<file path="src/rtl/mips_multicycle_ctrl.sv">
// Main control FSM for the multicycle MIPS core.
// Sequences fetch / decode / execute / memory / writeback and drives every
// datapath enable and select plus the 3-bit alu_op consumed by the ALU.
module mips_multicycle_ctrl #(
    parameter bit SUPPORT_BNE = 1'b1,
    parameter int STATE_W     = 4
) (
    input  logic               clk,
    input  logic               reset,
    input  logic [5:0]         opcode,
    input  logic [5:0]         funct,
    input  logic               zero,
    output logic               pc_en,
    output logic               i_or_d,
    output logic               mem_write,
    output logic               ir_write,
    output logic               reg_dst,
    output logic               mem_to_reg,
    output logic               reg_write,
    output logic               alu_src_a,
    output logic [1:0]         alu_src_b,
    output logic [1:0]         pc_src,
    output logic [2:0]         alu_op,
    output logic               illegal,
    output logic [STATE_W-1:0] state_dbg
);

    localparam logic [STATE_W-1:0] S_FETCH   = STATE_W'(0);
    localparam logic [STATE_W-1:0] S_DECODE  = STATE_W'(1);
    localparam logic [STATE_W-1:0] S_RTYPE   = STATE_W'(2);
    localparam logic [STATE_W-1:0] S_ALU_WB  = STATE_W'(3);
    localparam logic [STATE_W-1:0] S_MEMADR  = STATE_W'(4);
    localparam logic [STATE_W-1:0] S_MEMRD   = STATE_W'(5);
    localparam logic [STATE_W-1:0] S_MEMWB   = STATE_W'(6);
    localparam logic [STATE_W-1:0] S_MEMWR   = STATE_W'(7);
    localparam logic [STATE_W-1:0] S_BEQ     = STATE_W'(8);
    localparam logic [STATE_W-1:0] S_BNE     = STATE_W'(9);
    localparam logic [STATE_W-1:0] S_ADDI_EX = STATE_W'(10);
    localparam logic [STATE_W-1:0] S_ADDI_WB = STATE_W'(11);
    localparam logic [STATE_W-1:0] S_JUMP    = STATE_W'(12);

    localparam logic [5:0] OP_RTYPE = 6'b000000;
    localparam logic [5:0] OP_LW    = 6'b100011;
    localparam logic [5:0] OP_SW    = 6'b101011;
    localparam logic [5:0] OP_BEQ   = 6'b000100;
    localparam logic [5:0] OP_BNE   = 6'b000101;
    localparam logic [5:0] OP_ADDI  = 6'b001000;
    localparam logic [5:0] OP_J     = 6'b000010;

    localparam logic [2:0] ALU_ADD = 3'b010;
    localparam logic [2:0] ALU_SUB = 3'b110;
    localparam logic [2:0] ALU_AND = 3'b000;
    localparam logic [2:0] ALU_OR  = 3'b001;
    localparam logic [2:0] ALU_SLT = 3'b111;

    logic [STATE_W-1:0] state;
    logic [STATE_W-1:0] state_next;
    logic               mem_is_sw;
    logic               funct_ok;
    logic [2:0]         funct_op;

    // R-type funct decode: legal flag and the matching ALU code
    always_comb begin
        // NOTE: every signal written here gets a default first so no latch is inferred.
        funct_ok = 1'b1;
        funct_op = ALU_AND;
        case (funct)
            6'b100000: funct_op = ALU_ADD;
            6'b100010: funct_op = ALU_SUB;
            6'b100100: funct_op = ALU_AND;
            6'b100101: funct_op = ALU_OR;
            6'b101010: funct_op = ALU_SLT;
            default:   funct_ok = 1'b0;
        endcase
    end

    // State register
    always_ff @(posedge clk) begin
        // NOTE: sequential state uses non-blocking assignments so all flops update together.
        if (reset) state <= S_FETCH;
        else       state <= state_next;
    end

    // Remember lw vs sw at decode so MEMADR does not depend on opcode later
    always_ff @(posedge clk) begin
        if (reset)                  mem_is_sw <= 1'b0;
        else if (state == S_DECODE) mem_is_sw <= (opcode == OP_SW);
    end

    // Next-state logic
    always_comb begin
        state_next = S_FETCH;
        case (state)
            S_FETCH: state_next = S_DECODE;
            S_DECODE: begin
                case (opcode)
                    OP_RTYPE:     state_next = S_RTYPE;
                    OP_LW, OP_SW: state_next = S_MEMADR;
                    OP_BEQ:       state_next = S_BEQ;
                    OP_BNE:       state_next = SUPPORT_BNE ? S_BNE : S_FETCH;
                    OP_ADDI:      state_next = S_ADDI_EX;
                    OP_J:         state_next = S_JUMP;
                    default:      state_next = S_FETCH;
                endcase
            end
            S_RTYPE:   state_next = funct_ok ? S_ALU_WB : S_FETCH;
            S_MEMADR:  state_next = mem_is_sw ? S_MEMWR : S_MEMRD;
            S_MEMRD:   state_next = S_MEMWB;
            S_ADDI_EX: state_next = S_ADDI_WB;
            default:   state_next = S_FETCH;
        endcase
    end

    // Output decode from the registered state (zero only gates branch pc_en)
    always_comb begin
        pc_en      = 1'b0;
        i_or_d     = 1'b0;
        mem_write  = 1'b0;
        ir_write   = 1'b0;
        reg_dst    = 1'b0;
        mem_to_reg = 1'b0;
        reg_write  = 1'b0;
        alu_src_a  = 1'b0;
        alu_src_b  = 2'b00;
        pc_src     = 2'b00;
        alu_op     = ALU_AND;
        illegal    = 1'b0;
        state_dbg  = '0;
        if (!reset) begin
            state_dbg = state;
            case (state)
                S_FETCH: begin
                    ir_write  = 1'b1;
                    pc_en     = 1'b1;
                    alu_src_b = 2'b01;
                    alu_op    = ALU_ADD;
                end
                S_DECODE: begin
                    alu_src_b = 2'b11;
                    alu_op    = ALU_ADD;
                    case (opcode)
                        OP_RTYPE, OP_LW, OP_SW, OP_BEQ, OP_ADDI, OP_J: illegal = 1'b0;
                        OP_BNE:  illegal = !SUPPORT_BNE;
                        default: illegal = 1'b1;
                    endcase
                end
                S_RTYPE: begin
                    alu_src_a = 1'b1;
                    alu_op    = funct_op;
                    illegal   = !funct_ok;
                end
                S_ALU_WB: begin
                    reg_dst   = 1'b1;
                    reg_write = 1'b1;
                end
                S_MEMADR, S_ADDI_EX: begin
                    alu_src_a = 1'b1;
                    alu_src_b = 2'b10;
                    alu_op    = ALU_ADD;
                end
                S_MEMRD: i_or_d = 1'b1;
                S_MEMWB: begin
                    mem_to_reg = 1'b1;
                    reg_write  = 1'b1;
                end
                S_MEMWR: begin
                    i_or_d    = 1'b1;
                    mem_write = 1'b1;
                end
                S_BEQ, S_BNE: begin
                    alu_src_a = 1'b1;
                    alu_op    = ALU_SUB;
                    pc_src    = 2'b01;
                    pc_en     = (state == S_BEQ) ? zero : !zero;
                end
                S_ADDI_WB: reg_write = 1'b1;
                S_JUMP: begin
                    pc_src = 2'b10;
                    pc_en  = 1'b1;
                end
                default: illegal = 1'b1;
            endcase
        end
    end

endmodule

</file>
<file path="config.mk">
export PLATFORM = sky130hd
export DESIGN_NAME = mips_multicycle_ctrl
export DESIGN_NICKNAME = d
export VERILOG_FILES = /design/src/rtl/mips_multicycle_ctrl.sv
export SDC_FILE = /design/constraint.sdc
export NUM_CORES = 1
export LEC_CHECK = 0
export ABC_CLOCK_PERIOD_IN_PS = 1800
export BUFFER_PORTS_ARGS = -buffer_cell sky130_fd_sc_hd__buf_2
export CORE_MARGIN = 1.5
export CORE_UTILIZATION = 30
export DETAILED_ROUTE_END_ITERATION = 8
export GPL_ROUTABILITY_DRIVEN = 0
export PLACE_DENSITY_LB_ADDON = 0.1
export REMOVE_ABC_BUFFERS = 1
export SYNTH_ARGS = -nofsm -noshare
export SYNTH_HDL_FRONTEND = slang
export SYNTH_SLANG_ARGS = --single-unit
</file>
<file path="constraint.sdc">
create_clock -name clk -period 1.8 [get_ports clk]
set_clock_uncertainty 0.2 [all_clocks]
set_input_delay 0.09 -clock clk [delete_from_list [all_inputs] [get_ports clk]]
set_output_delay 0.09 -clock clk [all_outputs]
set_load 0.1 [all_outputs]
</file>
==> flow_summary_export.csv, run 1 <==
group,metric,value,unit
power_and_ir_drop,power.total,0.543,mW
run,max-cap-violations,0,
final_layout,antenna_cells,0,
timing,relSlewSlack,76.3,%
placement,place_area,1230,um2
floorplan,start_util,33.0,%
timing,drv_slew,0,
global_route,grt_pass1_wl,3830,um
final_layout,final_area,1470,um2
logic_synthesis,synth.largest_area_cell,"dfxtp_1",
routing,viasPerCell,5.29,
status,outcome,"finished, violations left",
logic_synthesis,synth_common_cells,"nor2_1 (15), nor3_1 (9), a21oi_1 (8)",
setup_path,path_class,"flip-flop to output port",
floorplan,die_x,50.4,um
logic_synthesis,synth_edf_count,0,
clock_tree,cts.clk_slew.worst_paths,0.06,ns
setup_path,r2r_slack,0.42,ns
clock_tree,clk_latency,0.26,ns
final_layout,final_nets,165,
final_layout,drive_above_1_share,61.1,%
global_route,grt-ovfl-total,0,
floorplan,core,2040,um2
routing,drt_drc_violations_left,0,
floorplan,die_h,50.4,um
setup_path,cp_data_arrival_time,1.54,ns
logic_synthesis,ys_types,34,
setup_path,r2r-start,"state[2]",
routing,wire_per_inst,13.5,um
clock_tree,cts_buffers,3,
power_and_ir_drop,p_per_area,368,nW/um2
global_route,grt_max_degree,13,
setup_path,crit_fanout,6,
timing,fin_ws,-0.0309,ns
power_and_ir_drop,irDropWorstVdd,0.343,mV
logic_synthesis,async_flop_share,0,%
clock_tree,clock-root-buffer,"clkbuf_4",
logic_synthesis,synth-seq-cells,5,
clock_tree,cts_tree,"yes",
placement,io_buffers,34,
setup_path,crit_end,"alu_src_b[1]",
logic_synthesis,synth_cells,98,
timing,fmax,546,MHz
clock_tree,cts_sinks,5,
logic_synthesis,synth_top_cells_by_area,"dfxtp_1 (15%), nor2_1 (8.3%), nor3_1 (6.7%)",
global_route,gr-usage-all-layers,19.2,%
placement,hpwl,1640,um
logic_synthesis,post-synth-top-count-cell,"nor2_1",
routing,vias,931,
setup_path,reg2reg_depth,4,
timing,rsz0062_at_grt,"yes",
logic_synthesis,syn_area,674,um2
setup_path,end_kind,"output port",
clock_tree,htree_levels,1,
timing,finalSetupViolations,4,
logic_synthesis,yosysWarnings,0,
final_layout,register_area,115,um2
logic_synthesis,ys_seq_area_share,14.8,%
status,violations,"setup timing",
setup_path,critPathLaunch,"state[0]",
setup_path,r2r_end,"state[0]",
timing,fin_crit_sh,102,%
routing,wirelength,2370,um
logic_synthesis,synth_ff_type,"dfxtp_1",
global_route,grt_pass1_vias,907,
clock_tree,hold_buffers,0,
timing,finalHoldViolCount,0,
timing,final.min_clock_period,1.83,ns
setup_path,startpoint_type,"flip-flop",
routing,drt-initial-drc-count,14,
timing,tightest_slew,0.351,ns
routing,drtAntennaViolNets,0,
placement,place_ws,0.0474,ns
clock_tree,clk_path_buf_depth,2,
min_path,hold_class,"input pin to flip-flop",
final_layout,n_fill_cell,164,
setup_path,cp.required,1.51,ns
final_layout,multi_input_area,664,um2
floorplan,die-area,2540,um2
logic_synthesis,synth_top_area_share,14.8,%
routing,drt-pass1-iter-count,4,
global_route,antenna_found_initial,0,
final_layout,area_growth,119,%
power_and_ir_drop,leakage,0.587,nW
logic_synthesis,syn_avg_cell_area,6.88,um2
timing,fin_setup_tns,-0.0464,ns
floorplan,num_rows,16,
floorplan,io_pins,35,
flip-flops by register name, indices dropped and copies added, names as in the netlist:
register,cells
mem_is_sw,1
state,4
final cells by class:
| class | count | share of cell area, % |
|---|---|---|
| clock inverter | 1 | 0.340 |
| tap | 27 | 2.29 |
| inverter | 1 | 0.255 |
| timing repair buffer | 54 | 42.7 |
| clock buffer | 3 | 1.53 |
| multi-input combinational | 85 | 45.1 |
| sequential | 5 | 7.81 |
metrics by stage:
stage	hold WS [ns]	utilization, %	std cells
finish	0.0133	72.2	176
global route	0.0207	72.2	176
CTS	0.00534	68.4	175
detailed placement	0.264	60.5	165
global placement	0.260	60.5	165
floorplan	-0.0409	-	91
cells in the final DEF (no fill, tap or decap), drive strengths merged:
| master | n |
|---|---|
| nand2b | 4 |
| a211o | 3 |
| o32a | 1 |
| o311ai | 1 |
| clkbuf | 3 |
| inv | 1 |
| clkinv | 1 |
| nand4 | 1 |
| a31oi | 7 |
| or2b | 3 |
| o211ai | 1 |
| o21ai | 3 |
| a21oi | 8 |
| nand3 | 1 |
| buf | 54 |
| a311oi | 1 |
| o31ai | 2 |
| and2b | 1 |
| o21bai | 1 |
| and3 | 3 |
| a21o | 1 |
| nor4 | 1 |
| or2 | 1 |
| nor2 | 15 |
| nor4bb | 1 |
| dfxtp | 5 |
| nand2 | 2 |
| nor3b | 4 |
| nor2b | 7 |
| nor4b | 1 |
| nor3 | 10 |
| nand4b | 1 |
critical path, stage by stage (launching register included):
cell and delay, ns:
dfxtp_4 0.35, buf_6 0.13, buf_4 0.14, o32a_1 0.33, nor2_2 0.14, buf_12 0.19
kinds of logic after synthesis:
kind of cell,count (synthesis),synth area share (%)
and+or+nand+nor,56,50.3
DFF,5,14.8
AOI/OAI and AO/OA,29,28.2
buffers and inverters,8,6.68
timing repair:
action / 4_1_cts / 5_1_grt
pin swaps: 6 / 8
gates cloned: 1 / 0
buffers inserted: 5 / 1
setup endpoints to repair: 16 / 16
resized for setup: 25 / 20
routing by layer:
layer / GRT usage, % / vias up / wire (um) / share of wire [%]
met4: 2.70 / 0 / 0 / 0
li1: - / 472 / - / -
met3: 5.36 / 0 / 154 / 6.5
met1: 24.8 / 426 / 986 / 42
met2: 32.5 / 33 / 1230 / 52
met5: 0 / - / 0 / 0
report_power, final:
| group | switching, mW | internal [mW] |
|---|---|---|
| clock network | 0.0584 | 0.0811 |
| logic | 0.174 | 0.116 |
| registers | 0.00444 | 0.110 |
| total | 0.236 | 0.306 |
how the worst min path moves through the flow:
stage	from	endpoint	cells after the start
6_report	opcode[2]	mem_is_sw	4
5_1_grt	opcode[2]	mem_is_sw	4
4_1_cts	opcode[2]	mem_is_sw	4
3_5_place_dp	mem_is_sw	mem_is_sw	2
3_3_place_gp	mem_is_sw	mem_is_sw	2
2_1_floorplan	reset	mem_is_sw	1
Power figures use the tool's default switching activity.
==> run 2, diff against run 1 <==
--- a/config.mk
+++ b/config.mk
@@ -11,6 +11,7 @@
 export CORE_UTILIZATION = 30
 export DETAILED_ROUTE_END_ITERATION = 8
 export GPL_ROUTABILITY_DRIVEN = 0
+export MAX_ROUTING_LAYER = met4
 export PLACE_DENSITY_LB_ADDON = 0.1
 export REMOVE_ABC_BUFFERS = 1
 export SYNTH_ARGS = -nofsm -noshare
==> run 2 against run 1 <==
  * The run still ends with setup timing left
  * Clock power barely moved
  * Via count grew 0.54%
  * Fmax is 0.11% higher
  * Combinational power barely moved
  * Final area unchanged
  * Utilization unchanged
  * Sequential cell count stayed put
  * Largest power group unchanged
  * Highest routed layer unchanged
==> flow_summary_export.csv, run 2 (synthesized netlist as in run 1, its figures left out) <==
group,metric,value,unit
setup_path,crit_fanout,6,
setup_path,path_class,"flip-flop to output port",
floorplan,die-area,2540,um2
status,violations,"setup timing",
timing,drv_slew,0,
clock_tree,clock-root-buffer,"clkbuf_4",
placement,io_buffers,34,
routing,drt-pass1-iter-count,4,
timing,relSlewSlack,76.3,%
routing,drt_drc_violations_left,0,
timing,finalSetupViolations,2,
final_layout,final_area,1470,um2
placement,place_area,1230,um2
timing,fmax,547,MHz
clock_tree,cts_buffers,3,
final_layout,final_cells,176,
routing,wirelength,2400,um
global_route,grt_use_met3,4.46,%
global_route,use_met2,32.2,%
power_and_ir_drop,leakage,0.587,nW
timing,fin_setup_tns,-0.0394,ns
final_layout,drive_above_1_share,61.1,%
global_route,use_met1,25.7,%
setup_path,crit_chain,"buf_6, buf_4, o32a_1, nor2_2, buf_12",
placement,post-place-cells,165,
clock_tree,clk_path_buf_depth,2,
final_layout,area_growth,119,%
setup_path,reg2reg_depth,4,
clock_tree,cts_tree,"yes",
timing,fin_ws,-0.0288,ns
final_layout,largest_reg_flops,4,
final_layout,multi_input_area,664,um2
floorplan,io_pins,35,
floorplan,start_util,33.0,%
global_route,grt-ovfl-total,0,
setup_path,cp.required,1.51,ns
min_path,min_from,"opcode[2]",
clock_tree,cts.clk_slew.worst_paths,0.06,ns
run,max-cap-violations,0,
final_layout,antenna_cells,0,
final_layout,final_util,72.2,%
floorplan,die_h,50.4,um
floorplan,num_rows,16,
power_and_ir_drop,p_per_area,368,nW/um2
setup_path,cp_data_arrival_time,1.54,ns
clock_tree,cts_sinks,5,
final_layout,final_nets,165,
min_path,hold_class,"input pin to flip-flop",
final_layout,n_fill_cell,164,
timing,final.min_clock_period,1.83,ns
status,outcome,"finished, violations left",
setup_path,r2r-start,"state[2]",
setup_path,r2r_slack,0.42,ns
setup_path,startpoint_type,"flip-flop",
placement,hpwl,1640,um
global_route,gr-usage-all-layers,19.8,%
final_layout,register_area,115,um2
min_path,hold_end,"mem_is_sw",
routing,drt-initial-drc-count,11,
setup_path,cp_num_cells,5,
timing,fin_crit_sh,102,%
routing,viasPerCell,5.32,
clock_tree,clk_latency,0.26,ns
routing,vias,936,
clock_tree,htree_levels,1,
routing,drtAntennaViolNets,0,
setup_path,cpMaxStageDelayCell,"dfxtp_4",
final_layout,max_flop_register,"state",
global_route,grt.busiest_layer,"met2",
timing,finalHoldViolCount,0,
final_layout,most-common-layout-cells,"buf_12 (20), buf_4 (16), buf_2 (15)",
power_and_ir_drop,power.total,0.542,mW
final_layout,reg_top3,"state (4), mem_is_sw (1)",
setup_path,critPathMaxStageDelay,0.35,ns
global_route,antenna_found_initial,0,
setup_path,end_kind,"output port",
final_layout,layout_commonest_cell,"buf_12",
timing,rsz0062_at_grt,"yes",
power_and_ir_drop,irDropWorstVdd,0.343,mV
floorplan,die_x,50.4,um
min_path,hold_depth,4,
routing,wire_per_inst,13.7,um
global_route,grt_pass1_vias,902,
setup_path,r2r_end,"state[0]",
floorplan,core,2040,um2
setup_path,cp_top_family,"buffers and inverters",
global_route,grt_pass1_wl,3850,um
clock_tree,hold_buffers,0,
global_route,grt_max_degree,13,
timing,tightest_slew,0.350,ns
setup_path,cp_num_buf_inv,3,
run 2: cell counts in the layout (fill, tap and decap cells not counted):
Identical to the previous run, type by type.
run 2: per-layer routing:
layer	up-vias	wire length, um
li1	471	-
met1	435	1060
met2	30	1230
met3	0	111
met4	0	0
met5	-	0
run 2: worst max-delay path by stage:
stage,startpoint,end,slack (ns)
2_1_floorplan,state[0],reg_dst,-2.82
3_3_place_gp,state[3],illegal,0.02
3_5_place_dp,state[1],alu_op[0],0.05
4_1_cts,state[0],alu_op[1],-0.04
5_1_grt,state[0],alu_src_b[1],-0.07
6_report,state[0],alu_src_b[1],-0.03
run 2: through the flow:
step                      hold slack, ns  setup WS [ns]
after floorplan                  -0.0409          -2.82
after global placement             0.260         0.0173
after detailed placement           0.264         0.0474
after CTS                        0.00534        -0.0415
after global routing              0.0207        -0.0712
final                             0.0156        -0.0288
run 2: worst register-to-register path, delay by kind of cell (launching register included):
kind	cells	cell delay, ns
compound gates	2	0.43
flops	1	0.37
simple gates	1	0.17
buf+inv	1	0.15
run 2: where the power goes:
| part | internal [mW] | switching [mW] | leakage, nW | total, mW |
|---|---|---|---|---|
| clock network | 0.0811 | 0.0575 | 0.0177 | 0.139 |
| logic | 0.116 | 0.174 | 0.526 | 0.290 |
| registers | 0.110 | 0.00445 | 0.0436 | 0.114 |
run 2: final cells by class:
type / count / share of cell area, %
multi-input cells: 85 / 45.1
clock buffers: 3 / 1.53
flip-flops and latches: 5 / 7.81
repair buffers: 54 / 42.7
inverters: 1 / 0.255
well taps: 27 / 2.29
clock inverters: 1 / 0.340
run 2: repair_timing:
action | CTS | global route
endpoints found under the setup margin | 16 | 16
gates resized for setup | 25 | 20
endpoints found under the hold margin | 0 | 0
pin swaps | 6 | 8
cloned | 1 | 0
setup buffers | 5 | 1
==> run 3, diff against run 2 <==
--- a/config.mk
+++ b/config.mk
@@ -13,7 +13,6 @@
 export GPL_ROUTABILITY_DRIVEN = 0
 export MAX_ROUTING_LAYER = met4
 export PLACE_DENSITY_LB_ADDON = 0.1
-export REMOVE_ABC_BUFFERS = 1
 export SYNTH_ARGS = -nofsm -noshare
 export SYNTH_HDL_FRONTEND = slang
 export SYNTH_SLANG_ARGS = --single-unit
==> run 3 against run 2 <==
  * The run still ends with setup timing left
  * Register-to-register slack got worse by 0.25 ns
  * Power rose by 3.4%
  * Via count grew 1.1%
  * Highest routed layer is now met4
  * Sequential power increased by 5%
  * Global-route usage is essentially flat
  * Critical path type unchanged
  * Largest power group unchanged
  * Clock power is 5% lower
  * Critical endpoint is now illegal
  * Non-clock buffer count is 3 lower
==> flow_summary_export.csv, run 3 (synthesized netlist as in run 1, its figures left out) <==
group,metric,value,unit
status,outcome,"finished, violations left",
status,violations,"setup timing",
final_layout,n_fill_cell,159,
clock_tree,clk_path_buf_depth,2,
floorplan,die_h,50.4,um
global_route,antenna_found_initial,0,
final_layout,layout_commonest_cell,"buf_12",
final_layout,antenna_cells,0,
setup_path,r2r-start,"state[3]",
floorplan,start_util,33.0,%
power_and_ir_drop,leakage,0.602,nW
placement,hpwl,1680,um
min_path,hold_class,"input pin to flip-flop",
power_and_ir_drop,irDropWorstVdd,0.449,mV
final_layout,drive_above_1_share,64.4,%
final_layout,max_flop_register,"state",
clock_tree,htree_levels,1,
clock_tree,cts.clk_slew.worst_paths,0.05,ns
clock_tree,clock-root-buffer,"clkbuf_4",
setup_path,cp_data_arrival_time,1.54,ns
setup_path,r2r_slack,0.17,ns
routing,drt-pass1-iter-count,4,
run,max-cap-violations,0,
final_layout,area_growth,128,%
floorplan,die_x,50.4,um
timing,fmax,548,MHz
timing,fin_crit_sh,101,%
min_path,hold_depth,4,
placement,io_buffers,34,
routing,viasPerCell,5.47,
setup_path,end_kind,"output port",
global_route,grt_pass1_vias,877,
routing,wirelength,2420,um
setup_path,reg2reg_depth,6,
routing,drt-initial-drc-count,26,
routing,drt_drc_violations_left,0,
final_layout,most-common-layout-cells,"buf_12 (18), buf_4 (16), buf_2 (15)",
clock_tree,cts_tree,"yes",
floorplan,core,2040,um2
timing,finalHoldViolCount,0,
timing,finalSetupViolations,2,
timing,fin_ws,-0.0255,ns
global_route,gr-usage-all-layers,19.8,%
timing,rsz0062_at_grt,"yes",
power_and_ir_drop,p_per_area,365,nW/um2
clock_tree,hold_buffers,0,
floorplan,io_pins,35,
min_path,hold_end,"mem_is_sw",
final_layout,final_nets,162,
min_path,min_from,"opcode[2]",
timing,drv_slew,0,
logic_synthesis,syn_nets,113,
clock_tree,clk_latency,0.25,ns
timing,tightest_slew,0.483,ns
final_layout,largest_reg_flops,4,
clock_tree,cts_sinks,5,
setup_path,crit_fanout,14,
placement,place_ws,0.114,ns
setup_path,path_class,"flip-flop to output port",
routing,vias,946,
routing,wire_per_inst,14.0,um
timing,fin_setup_tns,-0.0273,ns
setup_path,cp.required,1.51,ns
final_layout,reg_top3,"state (4), mem_is_sw (1)",
routing,drtAntennaViolNets,0,
global_route,grt_max_degree,15,
global_route,grt-ovfl-total,0,
floorplan,die-area,2540,um2
setup_path,startpoint_type,"flip-flop",
floorplan,num_rows,16,
setup_path,r2r_end,"state[1]",
timing,relSlewSlack,68.1,%
global_route,grt_pass1_wl,3830,um
timing,final.min_clock_period,1.83,ns
clock_tree,cts_buffers,3,
-- run 3: cell count changes in the layout (fill, tap and decap cells not counted), sizes merged --
cell	before	now
buf	54	50
clkbuf	3	4
-- run 3: how the worst max path moves through the flow --
stage	from	to	slack (ns)	cells after the start
2_1_floorplan	state[0]	reg_dst	-0.41	3
3_3_place_gp	state[1]	alu_op[1]	0.14	5
3_5_place_dp	state[1]	alu_op[1]	0.11	5
4_1_cts	state[1]	illegal	-0.02	4
5_1_grt	state[2]	alu_op[2]	-0.09	5
6_report	state[3]	illegal	-0.03	4
-- run 3: final cells by class --
class | count | area [um2] | area share [%]
clock buffers | 3 | 22.5 | 1.46
clock inverters | 1 | 5.00 | 0.325
inverters | 1 | 3.75 | 0.244
multi-input cells | 85 | 779 | 50.7
flip-flops and latches | 5 | 115 | 7.49
well taps | 27 | 33.8 | 2.20
repair buffers | 51 | 578 | 37.6
-- run 3: critical path: stages (launching register included) --
cell and delay (ns):
dfxtp_4 0.40, nor4b_4 0.35, o311ai_4 0.18, a21oi_4 0.18, buf_12 0.19
-- run 3: through the flow --
| stage | util [%] | cell area [um2] | hold slack, ns | total power, mW | instances |
|---|---|---|---|---|---|
| 3_5_place_dp | 66.4 | 1360 | 0.277 | 0.400 | 157 |
| 3_3_place_gp | 66.4 | 1360 | 0.267 | 0.395 | 157 |
| 4_1_cts | 71.7 | 1460 | 0.0485 | 0.549 | 166 |
| 2_1_floorplan | - | 902 | -0.0110 | 0.301 | 98 |
| 6_report | 75.3 | 1540 | 0.0579 | 0.561 | 173 |
| 5_1_grt | 75.3 | 1540 | 0.0940 | 0.591 | 173 |
-- run 3: repair_timing --
action,CTS,global route
endpoints found under the setup margin,12,10
setup buffers,5,7
pin swaps,2,4
gates resized for setup,10,6
-- run 3: where the power goes --
| part | switching (mW) | total (mW) | internal, mW |
|---|---|---|---|
| clock | 0.0512 | 0.132 | 0.0807 |
| combinational | 0.183 | 0.309 | 0.126 |
| sequential | 0.0101 | 0.120 | 0.110 |
| total | 0.244 | 0.561 | 0.316 |
-- run 3: per-layer routing --
layer	global-route usage, %	share of wire, %
met5	-	0
met1	23.6	42
met2	34.4	52
met3	1.79	4.3
met4	7.21	1.0
